**config.mk**
```make
export PLATFORM = sky130hd
export DESIGN_NAME = mips_multicycle_ctrl
export DESIGN_NICKNAME = d
export VERILOG_FILES = /design/src/rtl/mips_ctrl_pkg.sv /design/src/rtl/mips_multicycle_ctrl_mem_wait_timer.sv /design/src/rtl/mips_multicycle_ctrl.sv
export SDC_FILE = /design/constraint.sdc
export NUM_CORES = 1
export LEC_CHECK = 0
export BUFFER_PORTS_ARGS = -buffer_cell sky130_fd_sc_hd__buf_2
export CAP_MARGIN = 20
export CORE_UTILIZATION = 30
export CTS_CLUSTER_SIZE = 14
export DETAILED_ROUTE_END_ITERATION = 16
export MAX_ROUTING_LAYER = met4
export PLACE_DENSITY = 0.61
export SLEW_MARGIN = 20
export SYNTH_ARGS = -nofsm -noshare
export SYNTH_HDL_FRONTEND = slang
export SYNTH_HIERARCHICAL = 1
export SYNTH_SLANG_ARGS = --single-unit
```
**constraint.sdc**
```tcl
create_clock -name clk -period 4.1 [get_ports clk]
set_input_delay 0.82 -clock clk [delete_from_list [all_inputs] [get_ports clk]]
set_output_delay 0.82 -clock clk [all_outputs]
set_load 0.05 [all_outputs]
```
**src/rtl/mips_ctrl_pkg.sv**
```systemverilog
// Shared state encoding, opcode constants and datapath mux encodings for the
// multicycle MIPS main control FSM.
package mips_ctrl_pkg;

    typedef enum logic [3:0] {
        IDLE,
        FETCH,
        DECODE,
        MEMADR,
        MEMRD,
        MEMWB,
        MEMWR,
        RTYPE_EX,
        RTYPE_WB,
        BEQ_EX,
        ADDI_EX,
        ADDI_WB,
        JUMP_EX
    } state_t;

    localparam logic [5:0] OP_RTYPE = 6'b000000;
    localparam logic [5:0] OP_LW    = 6'b100011;
    localparam logic [5:0] OP_SW    = 6'b101011;
    localparam logic [5:0] OP_BEQ   = 6'b000100;
    localparam logic [5:0] OP_ADDI  = 6'b001000;
    localparam logic [5:0] OP_J     = 6'b000010;

    localparam logic [1:0] SRCB_REG  = 2'b00;
    localparam logic [1:0] SRCB_FOUR = 2'b01;
    localparam logic [1:0] SRCB_IMM  = 2'b10;
    localparam logic [1:0] SRCB_BOFS = 2'b11;

    localparam logic [1:0] ALUOP_ADD   = 2'b00;
    localparam logic [1:0] ALUOP_SUB   = 2'b01;
    localparam logic [1:0] ALUOP_FUNCT = 2'b10;

    localparam logic [1:0] PCSRC_ALU    = 2'b00;
    localparam logic [1:0] PCSRC_ALUOUT = 2'b01;
    localparam logic [1:0] PCSRC_JUMP   = 2'b10;

    // States that hold a memory request open until mem_ready.
    function automatic logic is_wait_state(input state_t s);
        return (s == FETCH) || (s == MEMRD) || (s == MEMWR);
    endfunction

endpackage

```
**src/rtl/mips_multicycle_ctrl_mem_wait_timer.sv**
```systemverilog
// Memory watchdog: counts stalled cycles in a wait state and flags expiry
// combinationally in the cycle the budget runs out (mem_ready overrides).
module mem_wait_timer #(
    parameter int unsigned TIMEOUT_CYCLES = 16
) (
    input  logic clk,
    input  logic rst_n,
    input  logic clear,
    input  logic count_en,
    input  logic ready,
    output logic expired
);

    localparam logic [7:0] LAST_CNT = 8'(TIMEOUT_CYCLES - 1);

    logic [7:0] cnt_q;
    logic [7:0] cnt_d;

    always_comb begin
        cnt_d = cnt_q;
        if (clear) begin
            cnt_d = '0;
        end else if (count_en && !ready) begin
            cnt_d = cnt_q + 8'd1;
        end
    end

    always_ff @(posedge clk or negedge rst_n) begin
        if (!rst_n) begin
            cnt_q <= '0;
        end else begin
            cnt_q <= cnt_d;
        end
    end

    assign expired = count_en && !ready && (cnt_q == LAST_CNT);

endmodule

```
**src/rtl/mips_multicycle_ctrl.sv**
```systemverilog
// Main control FSM for the multicycle MIPS datapath, with memory watchdog and
// retired-instruction counter.
module mips_multicycle_ctrl
    import mips_ctrl_pkg::*;
#(
    parameter int unsigned TIMEOUT_CYCLES = 16,
    parameter int unsigned CNT_W          = 32
) (
    input  logic             clk,
    input  logic             rst_n,
    input  logic [5:0]       opcode,
    input  logic             mem_ready,
    output logic             pc_write,
    output logic             pc_write_cond,
    output logic             i_or_d,
    output logic             mem_read,
    output logic             mem_write,
    output logic             ir_write,
    output logic             mem_to_reg,
    output logic             reg_dst,
    output logic             reg_write,
    output logic             alu_src_a,
    output logic [1:0]       alu_src_b,
    output logic [1:0]       alu_op,
    output logic [1:0]       pc_source,
    output logic             illegal_op,
    output logic             mem_err,
    output logic [CNT_W-1:0] retired_cnt
);

    state_t           state_q, state_d;
    logic [CNT_W-1:0] retired_q, retired_d;
    logic             retire;
    logic             tmr_clear;
    logic             tmr_count_en;
    logic             tmr_expired;

    // Clear only on entry, so MEMWR->FETCH still restarts the budget.
    assign tmr_clear    = is_wait_state(state_d) && (state_d != state_q);
    assign tmr_count_en = is_wait_state(state_q);

    mem_wait_timer #(
        .TIMEOUT_CYCLES(TIMEOUT_CYCLES)
    ) u_wait_timer (
        .clk     (clk),
        .rst_n   (rst_n),
        .clear   (tmr_clear),
        .count_en(tmr_count_en),
        .ready   (mem_ready),
        .expired (tmr_expired)
    );

    always_comb begin
        state_d       = state_q;
        retire        = 1'b0;
        pc_write      = 1'b0;
        pc_write_cond = 1'b0;
        i_or_d        = 1'b0;
        mem_read      = 1'b0;
        mem_write     = 1'b0;
        ir_write      = 1'b0;
        mem_to_reg    = 1'b0;
        reg_dst       = 1'b0;
        reg_write     = 1'b0;
        alu_src_a     = 1'b0;
        alu_src_b     = SRCB_REG;
        alu_op        = ALUOP_ADD;
        pc_source     = PCSRC_ALU;
        illegal_op    = 1'b0;
        mem_err       = tmr_expired;

        unique case (state_q)
            IDLE: state_d = FETCH;
            FETCH: begin
                mem_read  = 1'b1;
                alu_src_b = SRCB_FOUR;
                ir_write  = mem_ready;
                pc_write  = mem_ready;
                if (mem_ready)        state_d = DECODE;
                else if (tmr_expired) state_d = IDLE;
            end
            DECODE: begin
                alu_src_b = SRCB_BOFS;
                case (opcode)
                    OP_LW, OP_SW: state_d = MEMADR;
                    OP_RTYPE:     state_d = RTYPE_EX;
                    OP_BEQ:       state_d = BEQ_EX;
                    OP_ADDI:      state_d = ADDI_EX;
                    OP_J:         state_d = JUMP_EX;
                    default: begin
                        state_d    = IDLE;
                        illegal_op = 1'b1;
                    end
                endcase
            end
            MEMADR: begin
                alu_src_a = 1'b1;
                alu_src_b = SRCB_IMM;
                state_d   = (opcode == OP_LW) ? MEMRD : MEMWR;
            end
            MEMRD: begin
                mem_read = 1'b1;
                i_or_d   = 1'b1;
                if (mem_ready)        state_d = MEMWB;
                else if (tmr_expired) state_d = IDLE;
            end
            MEMWB: begin
                reg_write  = 1'b1;
                mem_to_reg = 1'b1;
                retire     = 1'b1;
                state_d    = FETCH;
            end
            MEMWR: begin
                mem_write = 1'b1;
                i_or_d    = 1'b1;
                if (mem_ready) begin
                    retire  = 1'b1;
                    state_d = FETCH;
                end else if (tmr_expired) begin
                    state_d = IDLE;
                end
            end
            RTYPE_EX: begin
                alu_src_a = 1'b1;
                alu_op    = ALUOP_FUNCT;
                state_d   = RTYPE_WB;
            end
            RTYPE_WB: begin
                reg_write = 1'b1;
                reg_dst   = 1'b1;
                retire    = 1'b1;
                state_d   = FETCH;
            end
            BEQ_EX: begin
                alu_src_a     = 1'b1;
                alu_op        = ALUOP_SUB;
                pc_write_cond = 1'b1;
                pc_source     = PCSRC_ALUOUT;
                retire        = 1'b1;
                state_d       = FETCH;
            end
            ADDI_EX: begin
                alu_src_a = 1'b1;
                alu_src_b = SRCB_IMM;
                state_d   = ADDI_WB;
            end
            ADDI_WB: begin
                reg_write = 1'b1;
                retire    = 1'b1;
                state_d   = FETCH;
            end
            JUMP_EX: begin
                pc_write  = 1'b1;
                pc_source = PCSRC_JUMP;
                retire    = 1'b1;
                state_d   = FETCH;
            end
            default: state_d = IDLE;
        endcase

        retired_d = retire ? retired_q + CNT_W'(1) : retired_q;
    end

    always_ff @(posedge clk or negedge rst_n) begin
        if (!rst_n) begin
            state_q   <= IDLE;
            retired_q <= '0;
        end else begin
            state_q   <= state_d;
            retired_q <= retired_d;
        end
    end

    assign retired_cnt = retired_q;

endmodule
```
==> results of run 1 <==
==> cells by family (layout without fill, tap and decap cells) <==
group	after synthesis	count (layout)	share of synthesized area, %
flops	44	44	43.33
fa+ha+maj	2	2	0.9846
compound gates	33	33	10.39
buf+inv	21	81	3.791
xor+xnor	34	34	11.72
simple gates	120	120	27.28
mux	6	6	2.511
==> synthesized netlist by cell type (2+ instances only) <==
cell type  count
nand2b_1       6
nand2_1       14
nand3b_1       2
or3_1          4
a21oi_1        8
nor2b_1        5
nand3_1       17
or2_2          2
o31ai_1        2
a211oi_1       2
mux2i_1        3
and2_1         3
o22ai_1        2
nor3_1         9
buf_2          5
or4_1          3
clkbuf_1       3
nor2_1        24
buf_4          3
xnor2_1       21
nand4_1        8
and4_1         4
o21ai_0        6
dfrtp_1       44
and3_1         6
inv_1         10
mux2_2         2
ha_1           2
xor2_1        13
==> state kept, by name (all words and copies together), names as in the netlist <==
name,flops
retired_cnt,32
state_q,4
u_wait_timer/cnt_q,8
==> routing by layer <==
metal  track usage (%)  wire length (um)
met5                 -                 0
met4             4.487                91
met3             2.751               236
met2             22.26              2519
met1             18.34              2665
==> final cells by class <==
class	instances	area [sq um]	share of cell area (%)
tap	105	131.4	4.260
multi-input combinational	195	1361	44.14
clock inverter	2	38.79	1.258
sequential	44	1102	35.74
inverter	10	37.54	1.217
timing repair buffer	63	330.3	10.71
clock buffer	6	82.58	2.677
==> timing repair <==
| action | in CTS | in global routing |
|---|---|---|
| setup endpoints to repair | 0 | 2 |
| hold buffers | 0 | 0 |
| resized for setup | 0 | 2 |
==> metrics by stage <==
step / utilization, % / std cells / hold slack (ps)
floorplan: - / 260 / 516.8
global placement: 35.86 / 417 / 451.4
detailed placement: 35.86 / 417 / 468.7
CTS: 37.34 / 425 / 480.1
global route: 37.54 / 425 / 507.0
finish: 37.54 / 425 / 480.4
==> how the worst max path moves through the flow <==
stage	startpoint	to	slack (ps)	cells past startpoint
finish	state_q[0]	u_wait_timer/cnt_q[7]	510	13
global route	state_q[0]	u_wait_timer/cnt_q[7]	30	13
CTS	state_q[0]	u_wait_timer/cnt_q[7]	280	13
detailed placement	state_q[0]	u_wait_timer/cnt_q[7]	300	13
global placement	state_q[0]	u_wait_timer/cnt_q[7]	490	13
floorplan	state_q[2]	u_wait_timer/cnt_q[7]	160	13
==> report_power, final <==
part / internal [mW] / leakage, nW / switching [mW]
Combinational: 0.245 / 0.835 / 0.551
Clock: 0.199 / 0.0614 / 0.145
Sequential: 0.480 / 0.595 / 0.0650
Total: 0.924 / 1.49 / 0.761
==> worst max-delay path: stages (launching register included) <==
cell and delay (ps):
dfrtp_2 490, nand2b_1 210, nor2_1 130, nor2_1 50
nor2_1 210, nand3b_1 200, nor3_2 340, o32ai_1 190
a2111oi_4 470, a31oi_1 150, nor3_1 260, inv_1 130
a2111oi_4 300, mux2_1 340
==> reports/metrics.yaml, run 1 <==
setup_path:
  r2r_cells: 13
  start_kind: "flop"
  arrival_ps: 3770
  cp.required_ps: 4280
  cp_max_fo: 15
  crit_type: "reg2reg"
  crit_path_end_kind: "flop"
  worst-r2r-setup-slack_ps: 510
  timing.rr.start: "state_q[0]"
  r2r-end: "u_wait_timer/cnt_q[7]"
synth:
  synthFlopType: "dfrtp_1"
  synth_area_sq_mm: 0.002541
  syn_nets: 271
  async_reset_ff_share_pct: 100.0
  synth_cells: 260
  synth_top_area_cell: "dfrtp_1"
  synthTopCellsByArea: "dfrtp_1 (43%), xnor2_1 (7.2%), xor2_1 (4.5%), nor2_1 (3.5%), nand3_1 (3.3%)"
  synth-edff-count: 0
  yosysTopAreaCellShare_pct: 43.33
  ys_seq_elements: 44
  synth.yosys.warnings: 6
  syn_avg_cell_area_sq_um: 9.774
  yosysSeqAreaShare_pct: 43.33
  synth_cell_types: 56
outcome:
  status: "completed"
final_layout:
  stdcell_area_sq_mm: 0.003084
  antenna_cells: 0
  final_cell_mix: "buf_2 (57), dfrtp_1 (43), nor2_1 (24)"
  nNetsFinal: 330
  fillers: 834
  drive_gt1_share_pct: 27.50
  syn2layout_area_growth_pct: 21.37
  final_common_cell: "buf_2"
place:
  placed_area_sq_mm: 0.002947
  pre_cts_ws_ps: 298.4
  portBuffers: 58
  hpwl_mm: 3.999
  gp_congestion: 0.8470
route:
  viasPerCell: 5.009
  ant_nets: 0
  drtIter0Drc: 65
  routedWlPerCell_um: 12.97
  drc: 0
  first_pass_iters: 6
  drt-total-wl_mm: 5.513
  vias: 2129
global_routing:
  grt_max_degree: 45
  grt_usage_pct: 14.14
  grt_pass1_vias: 2098
  grt_first_pass_wirelength_mm: 9.694
  antenna_found_initial: 0
  globalRouteOverflowTotal: 0
sta:
  max_freq_ghz: 0.2785
  drv_slew: 0
  tightest_slew_ps: 567.2
  min_period_ps: 3590
  rsz0062_at_grt: "false"
  finalCritPeriodShare_pct: 87.57
  post-route-worst-setup-slack_ps: 509.6
  fin_tns_setup_ps: 0
  setup_viol: 0
  clock_skew_ps: 4.992
  relSlewSlack_pct: 62.19
  timing.final.hold_violations: 0
die:
  start_util_pct: 30.93
  die_area_sq_mm: 0.008843
  pin_count: 59
  die_w_um: 94.04
  core_area_sq_mm: 0.008217
  num_rows: 33
  die_h_um: 94.04
clock_network:
  clk_path_buf_depth: 2
  cts_htree_levels: 2
  clk_latency_ps: 290
  cts_tree: "built"
  cts_buffers: 5
  post_cts_buffers: 0
  cts-root-buf: "clkbuf_8"
  clkTransAtPathRegs_ps: 80
  clock-sinks: 44
worst_hold_path:
  min_to: "retired_cnt[31]"
  hold_start: "retired_cnt[31]"
  holdPathStages: 1
  hold_path_class: "reg2reg"
power:
  power_density_mw_per_mm2: 546.2
  power_mw: 1.685
  p_leak_nw: 1.491
  ir_drop_mv: 0.2685
run:
  max_cap_viol_count: 0
No activity file was read; power rests on OpenSTA's default activity.
==> run 2, diff against run 1 <==
Clock period 4.1 ns to 4.6 ns, I/O delays scaled along.
==> run 2 against run 1 <==
  * Final area shrank 2.3%
  * Routed wire length is the same
  * Via count is 1.6% lower
  * Setup slack improved by 200 ps
  * Final cell count fell by 0.71%
  * Clock power decreased by 27%
  * Sequential share of layout area increased by 0.79 points
  * Combinational power shrank 15%
  * First-iteration DRC count grew 14%
  * Global-route usage fell by 0.76 points
  * Core utilization fell by 0.85 points
==> reports/metrics.yaml, run 2 (synthesized netlist as in run 1, its figures left out) <==
setup_path:
  start_kind: "flop"
  crit_path_end_kind: "flop"
  path_cells: "nand2b_1, nor2_1, nor2_1, nor2_1, nand3b_1, nor3_1, o32ai_1, a2111oi_2, a31oi_1, nor3_1, inv_1, a2111oi_4, mux2_1"
  path_delay_family: "simple AND/OR/NAND/NOR gates"
  crit_type: "reg2reg"
  cp_max_fo: 14
  slowest_delay_ps: 570
  crit_top_cell: "nor2_1"
  arrival_ps: 4070
  timing.rr.start: "state_q[1]"
  r2r-end: "u_wait_timer/cnt_q[7]"
  cp.required_ps: 4780
  slowest_stage: "a2111oi_2"
  r2r_cells: 13
  worst-r2r-setup-slack_ps: 710
  worst-path-buf-inv: 1
global_routing:
  grt_first_pass_wirelength_mm: 9.246
  grt_pass1_vias: 1926
  grt_max_degree: 45
  globalRouteOverflowTotal: 0
  grt_usage_pct: 13.39
  antenna_found_initial: 0
route:
  viasPerCell: 4.967
  routedWlPerCell_um: 13.06
  drt-total-wl_mm: 5.513
  vias: 2096
  drc: 0
  first_pass_iters: 4
  ant_nets: 0
  drtIter0Drc: 74
clock_network:
  cts_htree_levels: 2
  clk_path_buf_depth: 2
  clock-sinks: 44
  clk_latency_ps: 290
  post_cts_buffers: 0
  cts-root-buf: "clkbuf_8"
  cts_buffers: 5
  post_cts_resized: 0
  clkTransAtPathRegs_ps: 80
  postCtsHoldBufs: 0
  cts_tree: "built"
place:
  portBuffers: 58
  gp_congestion: 0.7722
  pre_cts_ws_ps: 696.1
  placed_area_sq_mm: 0.002919
  place_inst: 414
  hpwl_mm: 3.990
sta:
  post-route-worst-setup-slack_ps: 705.3
  drv_slew: 0
  rsz0062_at_grt: "false"
  finalCritPeriodShare_pct: 84.67
  tightest_slew_ps: 577.6
  max_freq_ghz: 0.2568
  min_period_ps: 3895
  timing.final.hold_violations: 0
  setup_viol: 0
  fin_tns_setup_ps: 0
  clock_skew_ps: 4.161
  relSlewSlack_pct: 61.49
power:
  comb_power_share_pct: 47.5
  clockPowerShare_pct: 17.6
  switchingPower_mw: 0.6772
  p_sw_share_pct: 47.48
  power_density_mw_per_mm2: 473.2
  p_int_mw: 0.7490
  seqPwrFrac_pct: 34.9
  ir_drop_mv: 0.2428
  p_leak_nw: 1.464
final_layout:
  nNetsFinal: 327
  syn2layout_area_growth_pct: 18.61
  final_cell_mix: "buf_2 (57), dfrtp_1 (44), nor2_1 (24)"
  fin_cells: 422
  final_common_cell: "buf_2"
  stdcell_area_sq_mm: 0.003014
  largest_reg_flops: 32
  drive_gt1_share_pct: 26.18
  antenna_cells: 0
die:
  die_h_um: 94.04
  die_w_um: 94.04
  start_util_pct: 30.93
  die_area_sq_mm: 0.008843
  core_area_sq_mm: 0.008217
  pin_count: 59
  num_rows: 33
worst_hold_path:
  hold_start: "retired_cnt[31]"
  holdPathStages: 1
  min_to: "retired_cnt[31]"
  hold_path_class: "reg2reg"
run:
  max_cap_viol_count: 0
outcome:
  status: "completed"
## run 2: changes by cell type in the layout (fill, tap and decap cells not counted), sizes merged
cell    previous run  this run
clkinv             1         2
buf               63        60
bufinv             1         0
## run 2: worst max path at each step
stage	start	end	slack, ps	depth (start not counted)
2_1_floorplan	state_q[2]	u_wait_timer/cnt_q[7]	130	13
3_3_place_gp	state_q[1]	u_wait_timer/cnt_q[7]	830	13
3_5_place_dp	state_q[1]	u_wait_timer/cnt_q[7]	700	13
4_1_cts	state_q[1]	u_wait_timer/cnt_q[7]	690	13
5_1_grt	state_q[1]	u_wait_timer/cnt_q[7]	380	13
6_report	state_q[1]	u_wait_timer/cnt_q[7]	710	13
## run 2: per-layer routing
layer,GRT usage (%),vias to the layer above,share of wire (%)
li1,-,1031,-
met1,17.80,994,48
met2,20.74,67,47
met3,2.265,4,4.8
met4,4.359,0,0.69
met5,-,-,0
## run 2: through the flow
stage	total power [mW]	utilization (%)	hold slack [ps]
after floorplan	1.027	-	516.8
after global placement	1.179	35.53	451.6
after detailed placement	1.184	35.53	470.8
after CTS	1.442	36.65	486.1
after global routing	1.513	36.68	498.9
final	1.426	36.68	484.4
## run 2: layout make-up
cell class	count	area [sq um]
tap	105	131.4
sequential	44	1101
clock inverter	2	10.01
multi-input combinational	195	1344
fill	846	5202
clock buffer	6	82.58
inverter	10	37.54
timing repair buffer	60	307.8
## run 2: power by group through the flow
stage	logic, mW	registers [mW]	clock network [mW]
after floorplan	0.484	0.543	0
after global placement	0.676	0.502	0
after detailed placement	0.680	0.504	0
after CTS	0.681	0.497	0.264
after global routing	0.730	0.507	0.276
final	0.677	0.498	0.251
==> run 3, diff against run 2 <==
Clock period 4.6 ns to 3.8 ns, I/O delays scaled along.
==> run 3 against run 2 <==
  * Final cell count grew 0.71%
  * Via count shrank 0.76%
  * Non-clock buffer count grew 4
  * Count of clock-buffer cells in the layout is the same
  * Critical path depth shrank 1
  * Global-route usage grew 0.33 points
  * Sequential power grew 16%
  * Fmax grew 15%
  * Sequential share of layout area shrank 0.49 points
  * Critical path type unchanged
  * Critical endpoint unchanged
  * Largest power group unchanged
==> reports/metrics.yaml, run 3 (synthesized netlist as in run 1, its figures left out) <==
outcome:
  status: "completed"
die:
  core_area_sq_mm: 0.008217
  die_w_um: 94.04
  die_area_sq_mm: 0.008843
  pin_count: 59
  die_h_um: 94.04
  num_rows: 33
  start_util_pct: 30.93
clock_network:
  clk_latency_ps: 290
  clk_path_buf_depth: 2
  clkTransAtPathRegs_ps: 80
  cts-root-buf: "clkbuf_8"
  post_cts_resized: 0
  postCtsHoldBufs: 0
  cts_htree_levels: 2
  clock-sinks: 44
  cts_tree: "built"
  post_cts_buffers: 0
  cts_buffers: 5
worst_hold_path:
  hold_path_class: "in2async"
final_layout:
  final_cell_mix: "buf_2 (57), dfrtp_1 (44), nor2_1 (24)"
  fin_cells: 425
  drive_gt1_share_pct: 27.19
  antenna_cells: 0
  largest_reg_flops: 32
  stdcell_area_sq_mm: 0.003055
  final_common_cell: "buf_2"
  syn2layout_area_growth_pct: 20.24
  nNetsFinal: 331
sta:
  relSlewSlack_pct: 63.14
  fin_tns_setup_ps: 0
  min_period_ps: 3401
  tightest_slew_ps: 552.9
  rsz0062_at_grt: "false"
  timing.final.hold_violations: 0
  drv_slew: 0
  setup_viol: 0
  clock_skew_ps: 8.469
  finalCritPeriodShare_pct: 89.51
  max_freq_ghz: 0.2940
global_routing:
  grt_first_pass_wirelength_mm: 9.280
  grt_max_degree: 45
  antenna_found_initial: 0
  grt_usage_pct: 13.72
  globalRouteOverflowTotal: 0
  grt_pass1_vias: 1974
place:
  portBuffers: 58
  place_inst: 418
  hpwl_mm: 3.980
  gp_congestion: 0.8185
  placed_area_sq_mm: 0.002960
route:
  drt-total-wl_mm: 5.384
  vias: 2080
  drtIter0Drc: 69
  routedWlPerCell_um: 12.67
  drc: 0
  first_pass_iters: 4
  ant_nets: 0
  viasPerCell: 4.894
power:
  power_density_mw_per_mm2: 565.9
  ir_drop_mv: 0.2190
  p_leak_nw: 1.481
  power_mw: 1.729
setup_path:
  cp.required_ps: 3970
  slowest_delay_ps: 490
  timing.rr.start: "state_q[2]"
  worst-r2r-setup-slack_ps: 400
  crit_path_end_kind: "flop"
  path_delay_family: "simple AND/OR/NAND/NOR gates"
  cp_max_fo: 9
  arrival_ps: 3570
  r2r_cells: 12
  r2r-end: "u_wait_timer/cnt_q[7]"
  crit_type: "reg2reg"
  worst-path-buf-inv: 1
  path_cells: "nor2b_2, nor2_1, nor2_1, nand3b_1, nor3_4, o32ai_1, a2111oi_4, a31oi_1, nor3_1, inv_1, a2111oi_4, mux2_1"
  slowest_stage: "dfrtp_1"
  start_kind: "flop"
run:
  max_cap_viol_count: 0
==> run 3: cell types whose count changed in the layout (fill, tap and decap cells not counted), sizes merged <==
cell    previous run  this run
clkinv             2         1
buf               60        64
==> run 3: area by class of cell <==
type / count / area, sq um
Fill cell: 827 / 5161
Multi-Input combinational cell: 195 / 1370
Sequential cell: 44 / 1101
Timing Repair Buffer: 64 / 337.8
Tap cell: 105 / 131.4
Clock buffer: 6 / 72.57
Inverter: 10 / 37.54
Clock inverter: 1 / 5.005
==> run 3: worst register-to-register path, stage by stage (launching register included) <==
cell and delay [ps]:
dfrtp_1 490, nor2b_2 260, nor2_1 70, nor2_1 200
nand3b_1 230, nor3_4 270, o32ai_1 160, a2111oi_4 470
a31oi_1 140, nor3_1 240, inv_1 120, a2111oi_4 300
mux2_1 340
==> run 3: worst max path at each step <==
stage | startpoint | end | slack, ps | cells past startpoint
finish | state_q[2] | u_wait_timer/cnt_q[7] | 400 | 12
global route | state_q[2] | u_wait_timer/cnt_q[7] | 20 | 12
CTS | state_q[2] | u_wait_timer/cnt_q[7] | 200 | 12
detailed placement | state_q[2] | u_wait_timer/cnt_q[7] | 230 | 12
global placement | state_q[2] | u_wait_timer/cnt_q[7] | 340 | 12
floorplan | state_q[2] | u_wait_timer/cnt_q[7] | 80 | 13
==> run 3: routing by layer <==
metal	vias up	share of wire (%)	track usage, %
met2	57	48	21.90
met5	-	0	-
met1	978	47	17.08
li1	1039	-	-
met4	0	0.87	4.872
met3	6	4.6	3.074
==> run 3: stage by stage <==
step	hold slack, ps	setup slack [ps]	utilization, %
2_1_floorplan	464.4	83.99	-
3_3_place_gp	450.9	339.6	36.03
3_5_place_dp	473.7	232.7	36.03
4_1_cts	487.0	204.5	36.97
5_1_grt	490.0	22.72	37.19
6_report	447.9	398.7	37.19
==> run 3: power by group <==
group	internal [mW]	total, mW	switching (mW)
registers	0.517	0.577	0.0594
logic	0.273	0.882	0.609
clock network	0.125	0.271	0.146
total	0.915	1.73	0.814
